[src/rtl/ifetch_queue_if.sv]
// ifetch_queue_if: bundle of the signals between the fetch queue and the
// rest of the core.
//   imem_*     : request/grant toward instruction memory, plus its in-order
//                response.
//   inst*      : valid/ready stream of fetched words toward decode.
//   redirect_* : flush and restart request from the branch unit.
// The master modport is the fetch queue. The slave modport is its
// environment: the memory, decode and the branch unit.
interface ifetch_queue_if;
  logic        imem_req;
  logic [31:0] imem_addr;
  logic        imem_gnt;
  logic        imem_rvalid;
  logic [31:0] imem_rdata;
  logic        inst_valid;
  logic [31:0] inst;
  logic [31:0] inst_pc;
  logic        inst_ready;
  logic        redirect_valid;
  logic [31:0] redirect_pc;

  modport master (
    output imem_req, imem_addr, inst_valid, inst, inst_pc,
    input  imem_gnt, imem_rvalid, imem_rdata, inst_ready,
           redirect_valid, redirect_pc
  );

  modport slave (
    input  imem_req, imem_addr, inst_valid, inst, inst_pc,
    output imem_gnt, imem_rvalid, imem_rdata, inst_ready,
           redirect_valid, redirect_pc
  );
endinterface

[src/rtl/ifetch_queue.sv]
// ifetch_queue: instruction fetch front end.
// It owns the fetch PC and issues word requests to a pipelined imem. Each
// returned word is pushed, together with its PC, into a DEPTH-entry FIFO
// that feeds decode. A redirect flushes the FIFO. Responses that are still
// in flight at the redirect are counted, and are discarded as they return.
// Ports:
//   clk   : clock for all state.
//   rst_n : synchronous active-low reset.
//   bus   : ifetch_queue_if.master, carrying the imem request/response,
//           the decode stream and the redirect.
module ifetch_queue #(
  parameter int          DEPTH    = 4,
  parameter logic [31:0] RESET_PC = 32'h0000_0000
) (
  input  logic          clk,
  input  logic          rst_n,
  ifetch_queue_if.master bus
);

  localparam int AW = $clog2(DEPTH);
  localparam int CW = AW + 1;

  logic [31:0]             fetch_pc_q, fetch_pc_d;
  logic [31:0]             resp_pc_q, resp_pc_d;
  logic [CW-1:0]           cnt_q, cnt_d;
  logic [CW-1:0]           out_q, out_d;
  logic [CW-1:0]           drop_q, drop_d;
  logic [AW-1:0]           head_q, head_d;
  logic [AW-1:0]           tail_q, tail_d;
  logic [DEPTH-1:0][31:0]  word_q;
  logic [DEPTH-1:0][31:0]  pc_q;

  logic [CW:0]   credit;
  logic          req, issue, rsp, push, pop;
  logic [31:0]   redir_pc;

  // Credit covers both buffered and in-flight words, so every response that
  // returns is guaranteed a free FIFO slot.
  assign credit   = {1'b0, cnt_q} + {1'b0, out_q};
  assign req      = rst_n & ~bus.redirect_valid & (credit < (CW+1)'(DEPTH));
  assign issue    = req & bus.imem_gnt;
  // A response that arrives with nothing outstanding is a protocol error and
  // is ignored.
  assign rsp      = bus.imem_rvalid & (out_q != '0);
  assign redir_pc = bus.redirect_pc & 32'hFFFF_FFFC;

  assign bus.imem_req   = req;
  assign bus.imem_addr  = fetch_pc_q;
  assign bus.inst_valid = rst_n & (cnt_q != '0);
  assign bus.inst       = word_q[head_q];
  assign bus.inst_pc    = pc_q[head_q];

  always_comb begin
    fetch_pc_d = fetch_pc_q;
    resp_pc_d  = resp_pc_q;
    cnt_d      = cnt_q;
    drop_d     = drop_q;
    head_d     = head_q;
    tail_d     = tail_q;
    push       = 1'b0;
    pop        = 1'b0;
    // issue is forced low during a redirect, so this is also correct then.
    out_d      = out_q + CW'(issue) - CW'(rsp);
    if (bus.redirect_valid) begin
      // Flush the FIFO. Every word still in flight after this cycle belongs
      // to the old path and is dropped when it returns.
      cnt_d      = '0;
      head_d     = '0;
      tail_d     = '0;
      drop_d     = out_q - CW'(rsp);
      fetch_pc_d = redir_pc;
      resp_pc_d  = redir_pc;
    end else begin
      pop = (cnt_q != '0) & bus.inst_ready;
      if (rsp) begin
        if (drop_q != '0) drop_d = drop_q - CW'(1);
        else              push   = 1'b1;
      end
      if (issue) fetch_pc_d = fetch_pc_q + 32'd4;
      if (push) begin
        resp_pc_d = resp_pc_q + 32'd4;
        tail_d    = tail_q + AW'(1);
      end
      if (pop) head_d = head_q + AW'(1);
      cnt_d = cnt_q + CW'(push) - CW'(pop);
    end
  end

  always_ff @(posedge clk) begin
    if (!rst_n) begin
      fetch_pc_q <= RESET_PC;
      resp_pc_q  <= RESET_PC;
      cnt_q      <= '0;
      out_q      <= '0;
      drop_q     <= '0;
      head_q     <= '0;
      tail_q     <= '0;
      word_q     <= '0;
      pc_q       <= '0;
    end else begin
      fetch_pc_q <= fetch_pc_d;
      resp_pc_q  <= resp_pc_d;
      cnt_q      <= cnt_d;
      out_q      <= out_d;
      drop_q     <= drop_d;
      head_q     <= head_d;
      tail_q     <= tail_d;
      // The credit rule never lets a push land on the live head entry, so
      // inst and inst_pc hold while decode stalls.
      if (push) begin
        word_q[tail_q] <= bus.imem_rdata;
        pc_q[tail_q]   <= resp_pc_q;
      end
    end
  end

endmodule

[src/flat_wrapper.sv]
// flat-port wrapper written by rule: the top's interface ports become plain ports
module ifetch_queue_flat 
#(
  parameter int          DEPTH    = 4,
  parameter logic [31:0] RESET_PC = 32'h0000_0000
)
  (clk, rst_n, bus_imem_req, bus_imem_addr, bus_inst_valid, bus_inst, bus_inst_pc, bus_imem_gnt, bus_imem_rvalid, bus_imem_rdata, bus_inst_ready, bus_redirect_valid, bus_redirect_pc);
  ifetch_queue_if bus_i ();
  input  logic clk;
  input  logic rst_n;
  output wire logic [$bits(bus_i.imem_req)-1:0] bus_imem_req;
  output wire logic [$bits(bus_i.imem_addr)-1:0] bus_imem_addr;
  output wire logic [$bits(bus_i.inst_valid)-1:0] bus_inst_valid;
  output wire logic [$bits(bus_i.inst)-1:0] bus_inst;
  output wire logic [$bits(bus_i.inst_pc)-1:0] bus_inst_pc;
  input wire logic [$bits(bus_i.imem_gnt)-1:0] bus_imem_gnt;
  input wire logic [$bits(bus_i.imem_rvalid)-1:0] bus_imem_rvalid;
  input wire logic [$bits(bus_i.imem_rdata)-1:0] bus_imem_rdata;
  input wire logic [$bits(bus_i.inst_ready)-1:0] bus_inst_ready;
  input wire logic [$bits(bus_i.redirect_valid)-1:0] bus_redirect_valid;
  input wire logic [$bits(bus_i.redirect_pc)-1:0] bus_redirect_pc;
  assign bus_imem_req = bus_i.imem_req;
  assign bus_imem_addr = bus_i.imem_addr;
  assign bus_inst_valid = bus_i.inst_valid;
  assign bus_inst = bus_i.inst;
  assign bus_inst_pc = bus_i.inst_pc;
  assign bus_i.imem_gnt = bus_imem_gnt;
  assign bus_i.imem_rvalid = bus_imem_rvalid;
  assign bus_i.imem_rdata = bus_imem_rdata;
  assign bus_i.inst_ready = bus_inst_ready;
  assign bus_i.redirect_valid = bus_redirect_valid;
  assign bus_i.redirect_pc = bus_redirect_pc;
  ifetch_queue #(.DEPTH(DEPTH), .RESET_PC(RESET_PC)) u_core (.clk(clk), .rst_n(rst_n), .bus(bus_i));
endmodule
[config.mk]
export PLATFORM = sky130hd
export DESIGN_NAME = ifetch_queue_flat
export DESIGN_NICKNAME = d
export VERILOG_FILES = /design/src/rtl/ifetch_queue_if.sv /design/src/rtl/ifetch_queue.sv /design/src/flat_wrapper.sv
export SDC_FILE = /design/constraint.sdc
export NUM_CORES = 1
export LEC_CHECK = 0
export ABC_AREA = 1
export BUFFER_PORTS_ARGS = -buffer_cell sky130_fd_sc_hd__buf_2
export CAP_MARGIN = 5
export CORE_ASPECT_RATIO = 0.75
export CORE_UTILIZATION = 40
export DETAILED_ROUTE_END_ITERATION = 8
export GPL_TIMING_DRIVEN = 1
export PLACE_DENSITY_LB_ADDON = 0.08
export SYNTH_ARGS = -nofsm -noshare
export SYNTH_HDL_FRONTEND = slang
export SYNTH_SLANG_ARGS = --single-unit
[constraint.sdc]
create_clock -name clk -period 2.25 [get_ports clk]
set_clock_uncertainty 0.15 [all_clocks]
set_input_delay 0.1125 -clock clk [delete_from_list [all_inputs] [get_ports clk]]
set_output_delay 0.1125 -clock clk [all_outputs]
set_load 0.01 [all_outputs]
======== Word level (Yosys, flattened, before mapping) ========
Cells that the tools add are included.
operators by class
  add/sub/neg operators ................... 11
  order comparisons ....................... 4
  mux-type cells .......................... 19
  bitwise gates (word level) .............. 8
  reductions and logical operators ........ 10
operators by type and width
  operator                 number
  $bwmux W128              2
  $mux W32                 7
  $bmux W32 S2             2
  $add A32 B3 Y32 const B  2
  $demux W32 S2            1
  $mux W3                  3
  $reduce_bool A3 Y1       3
  $sub A3 B1 Y3            3
  $reduce_bool A2 Y1       4
  $add A3 B1 Y3            2
  $and A1 B1 Y1            6
  $lt A2 B3 Y1 const B     2
  $add A2 B1 Y2 const B    2
  $add A3 B3 Y4            1
  $lt A4 B3 Y1 const B     1
  $mux W1                  4
  $sub A3 B1 Y3 const B    1
  $ge A2 B1 Y1 const B     1
  $not A1 Y1               2
  $reduce_and A2 Y1        1
  $reduce_or A2 Y1         1
  $logic_and A1 B1 Y1      1
word-level totals
  bits in registers ....................... 333
  input bits .............................. 70
  output and inout port bits .............. 98
  word-level logic and storage cells ...... 69

======== Logic depth before layout (Yosys ltp) ========
  depth in word-level cells ............... 6
  gate-level depth with buffers ........... 12
  gate-level depth less buffers ........... 11

======== Worst setup path before layout ========
OpenSTA, ideal clock, no wires.
  path kind ............................... register -> register
  from .................................... reg u_core.out_q[1]
  to ...................................... reg u_core.out_q[2]
  setup time .............................. 0.070 ns
  arrival time ............................ 2.100 ns
  data required time ...................... 2.030 ns
  setup slack ............................. -0.070 ns
  stages on the path, launching flop included .. 12
  path buffers ............................ 1
  period minus slack after synthesis ...... 2.320 ns
  cell sequence ........................... dfxtp_1 -> ha_1 -> nand3_1 -> nand2_1 -> nor2_4 -> nand2_2 -> clkinv_2 -> buf_6 -> ha_1 -> fa_1 -> or2_2 -> a21oi_1
on the way
  longest elaborated chain between the ends .. 6
  elaborated cells on any way between the ends .. 8
  classes of those cells .................. add/sub (3); order compare (1); bitwise (3); reduce/logical (1)
RTL lines
  item                      RTL line             source
  start: declaration        ifetch_queue.sv:26   logic [CW-1:0] out_q, out_d;
  start signal: assignment  ifetch_queue.sv:104  out_q <= out_d;
  $add A3 B3 Y4             ifetch_queue.sv:39   assign credit = {1'b0, cnt_q} + {1'b0, out_q};
  $lt A4 B3 Y1              ifetch_queue.sv:40   assign req = rst_n & ~bus.redirect_valid & (credit < (CW+1)'(DEPTH));
  $and A1 B1 Y1             ifetch_queue.sv:40
  net bus_imem_req          flat_wrapper.sv:11   output wire logic [$bits(bus_i.imem_req)-1:0] bus_imem_req;
  $and A1 B1 Y1             ifetch_queue.sv:41   assign issue = req & bus.imem_gnt;
  $add A3 B1 Y3             ifetch_queue.sv:63   out_d = out_q + CW'(issue) - CW'(rsp);
  $sub A3 B1 Y3             ifetch_queue.sv:63
The timed path passes the listed nets, and every way through them passes these cells.
A chain may end at the register's enable or synchronous reset.

======== Worst setup path after layout ========
  from .................................... reg u_core.out_q[1]
  to ...................................... reg u_core.out_q[2]
on the way
  longest elaborated chain between the ends .. 6
  elaborated cells on any way between the ends .. 8
  classes of those cells .................. add/sub (3); order compare (1); bitwise (3); reduce/logical (1)
RTL lines
  item               RTL line
  $add A3 B3 Y4      ifetch_queue.sv:39
  $lt A4 B3 Y1       ifetch_queue.sv:40
  $and A1 B1 Y1      ifetch_queue.sv:40
  $and A1 B1 Y1      ifetch_queue.sv:41
  $add A3 B1 Y3      ifetch_queue.sv:63
  $sub A3 B1 Y3 (*)  ifetch_queue.sv:63
Every way passes the cells marked *; elsewhere a longest branch is shown, timed or not.

==> flow_summary.toml <==
[synthesis]
yosys.cell_count.top_type = "nor2_1"
syn_avg_cell_area_um2 = 6.72
yosysSeqAreaShare_pct = 42.3
synth_top_family_by_area = "simple AND/OR/NAND/NOR gates"
async_flop_share_pct = 0
synthMuxAreaShare_pct = 0
synthTopCellsByArea = "dfxtp_1 (42%), nor2_1 (18%), o21ai_0 (13%), nand2_1 (6.9%), clkbuf_1 (2.8%)"
syn_area_um2 = 15200
ys.flop_type = "dfxtp_1"
synth_cells = 2263
yosys.area_share.adder_pct = 1.58
ys_types = 34
synth_edf_count = 0
synth_compound_area_share_pct = 17.9
synth_common_cells = "nor2_1 (735), o21ai_0 (395), dfxtp_1 (321)"
yosys.area_share.simple_pct = 29.1
yosysTopAreaCellShare_pct = 42.3
synth-xor-area-share_pct = 1.27
ys_warn_count = 0
synth_top_area_cell = "dfxtp_1"
ys_ff_latch = 321

[clocking]
clock-sinks = 321
tritoncts = "done"
numCtsBuffers = 36
clockRootBuffer = "clkbuf_16"
clock_path_buffers = 3
htreeDepth = 2
insertion_delay_ns = 0.52
path_clk_slew_ns = 0.06

[finish]
drive_gt1_share_pct = 13.3
syn2layout_area_growth_pct = 21.4
diodes = 0
final_nets = 2524

[sta]
fmax_mhz = 456
setup_viol = 0
tightest_slew_ns = 1.32
hold_viol_final = 4
drv_slew = 0
setup_slack_ns = 0.0552
relSlewSlack_pct = 11.8
finalCriticalPeriod_ns = 2.19
fin_crit_sh_pct = 97.5
hold_slack_ns = -0.0434

[floorplan]
num_io_pins = 168
core-area_um2 = 37200
start_util_pct = 40.8
rows = 61
die_x_um = 227
die_area_um2 = 38800
die_h_um = 171

[critical_path]
cp-startpoint = "u_core.out_q[1]"
crit_required_ns = 2.55
r2r_setup_slack_ns = 0.06
cpPeakStageDelay_ns = 0.35
startpoint_type = "flop"
crit_path_max_fanout = 3
reg2regPathDepth = 10
path_delay_family = "adder cells"
reg2reg_to = "u_core.out_q[2]"
r2r_start = "u_core.out_q[1]"
crit_buf_inv = 3
crit_type = "reg2reg"
crit_chain = "inv_2 -> nand2_1 -> nand2_1 -> inv_2 -> ha_1 -> inv_1 -> ha_1 -> fa_2 -> or2_2 -> a21oi_1"
worstSetupEndpointType = "flop"
slowest_stage = "dfxtp_1"
cp.arrival_ns = 2.50

[global_routing]
antenna_found_initial = 0
grt_max_degree = 266
grt_pass1_wl_mm = 75.9
grt_pass1_vias = 13600
grtUsageTotal_pct = 24.7
grt_overflow = 0

[power_and_ir_drop]
p_sw_share_pct = 29.3
p_switching_mw = 4.34
clkPwrFrac_pct = 39.7
internal-power_mw = 10.4
combPwrFrac_pct = 17.8
sequentialPowerShare_pct = 42.5
finalPower_mw = 14.8
cellPowerDensity_nw_per_um2 = 800
vdd_drop_max_v = 0.000483
p_leak_nw = 7.68

[worst_hold_path]
hp-class = "in2reg"
min_to = "u_core.out_q[0]"
hp-start = "rst_n"
min_path_cells = 4

[run_status]
violations = "hold timing"
status = "finished with violations"

[drt]
vias = 15100
wire_per_inst_um = 16.3
drtPass1Iterations = 5
drc = 0
drt_iter0_markers = 1096
totalWireLength_mm = 48.4
ant_nets = 0
avgViaCountPerCell = 5.08

[placed_design]
dp_slack_ns = 0.0716
io_buffers = 161
gp_congestion = 0.879
place_hpwl_mm = 30.4

[flow_run]
cap_violations = 0
power by group through the flow:
stage	clock network (mW)	registers, mW	logic (mW)
floorplan	0	6.31	1.65
global placement	0	6.39	2.49
CTS	6.01	6.28	2.62
global route	6.25	6.32	2.94
detailed placement	0	6.40	2.51
finish	5.87	6.28	2.62
worst max-delay path by stage:
stage | slack, ns | end | cells after the start
final | 0.06 | u_core.out_q[2] | 10
after global routing | -0.02 | u_core.out_q[2] | 10
after CTS | 0.0001 | bus_inst_pc[8] | 5
after detailed placement | 0.07 | u_core.word_q[43] | 11
after global placement | 0.1 | u_core.pc_q[34] | 11
after floorplan | 0.01 | u_core.out_q[2] | 11
per-stage QoR:
step	util (%)	instance area, µm²	instances	setup TNS [ns]
2_1_floorplan	-	15200	2266	0
3_3_place_gp	44.4	16500	2835	0
3_5_place_dp	44.4	16500	2835	0
4_1_cts	49.4	18400	2967	0
5_1_grt	49.5	18500	2968	-0.0251
6_report	49.5	18500	2968	0
cells in the final DEF, fill, tap and decap left out, drive strengths merged, types with 10 or more instances in the layout:
cell type    count
clkbuf          51
buf            230
dfxtp          321
nand3           62
a31oi           12
xnor2           10
inv             94
o22ai           65
xor2            12
o21ai          397
clkinv          14
dlygate4sd3     66
nand2          289
a21oi           44
nand3b          13
ha              16
nor2           740
state kept, by name, indices dropped and copies added, names as in the netlist:
signal                count
u_core.word_q           128
u_core.bus.imem_addr     30
u_core.drop_q             3
u_core.out_q              3
u_core.pc_q             120
u_core.cnt_q              3
u_core.resp_pc_q         30
u_core.head_q             2
u_core.tail_q             2
timing repair:
item	4_1_cts	5_1_grt
hold buffers	66	0
gates resized for setup	4	12
endpoints found under the hold margin	195	0
buffers inserted	0	1
endpoints found under the setup margin	30	217
logic make-up (layout without fill, tap and decap cells):
group | after synthesis | count (layout)
and+or+nand+nor | 1118 | 1118
AOI/OAI and AO/OA | 523 | 523
DFF | 321 | 321
buffers and inverters | 260 | 458
xor gates and xnor gates | 22 | 22
adders and majority gates | 18 | 18
other | 1 | 4
worst min-delay path, cell delays in order:
cell,delay [ns]
buf_6,0.10
buf_12,0.21
nand2_1,0.12
inv_1,0.03
layer usage:
metal | global-route usage [%] | vias up | part of all wire (%) | wire (µm)
li1 | - | 7659 | - | -
met1 | 36.1 | 6965 | 50 | 24100
met2 | 38.1 | 398 | 43 | 20800
met3 | 3.38 | 60 | 5.4 | 2590
met4 | 6.04 | 0 | 1.9 | 916
met5 | 0 | - | 0 | 0
area by class of cell:
class,count,area (µm²)
Clock buffer,51,1090
Multi-Input combinational cell,1685,7650
Sequential cell,321,6430
Inverter,96,374
Fill cell,3861,18800
Tap cell,504,631
Clock inverter,15,93.8
Timing Repair Buffer,296,2190
Note: power is estimated with default switching activity, not from simulation.
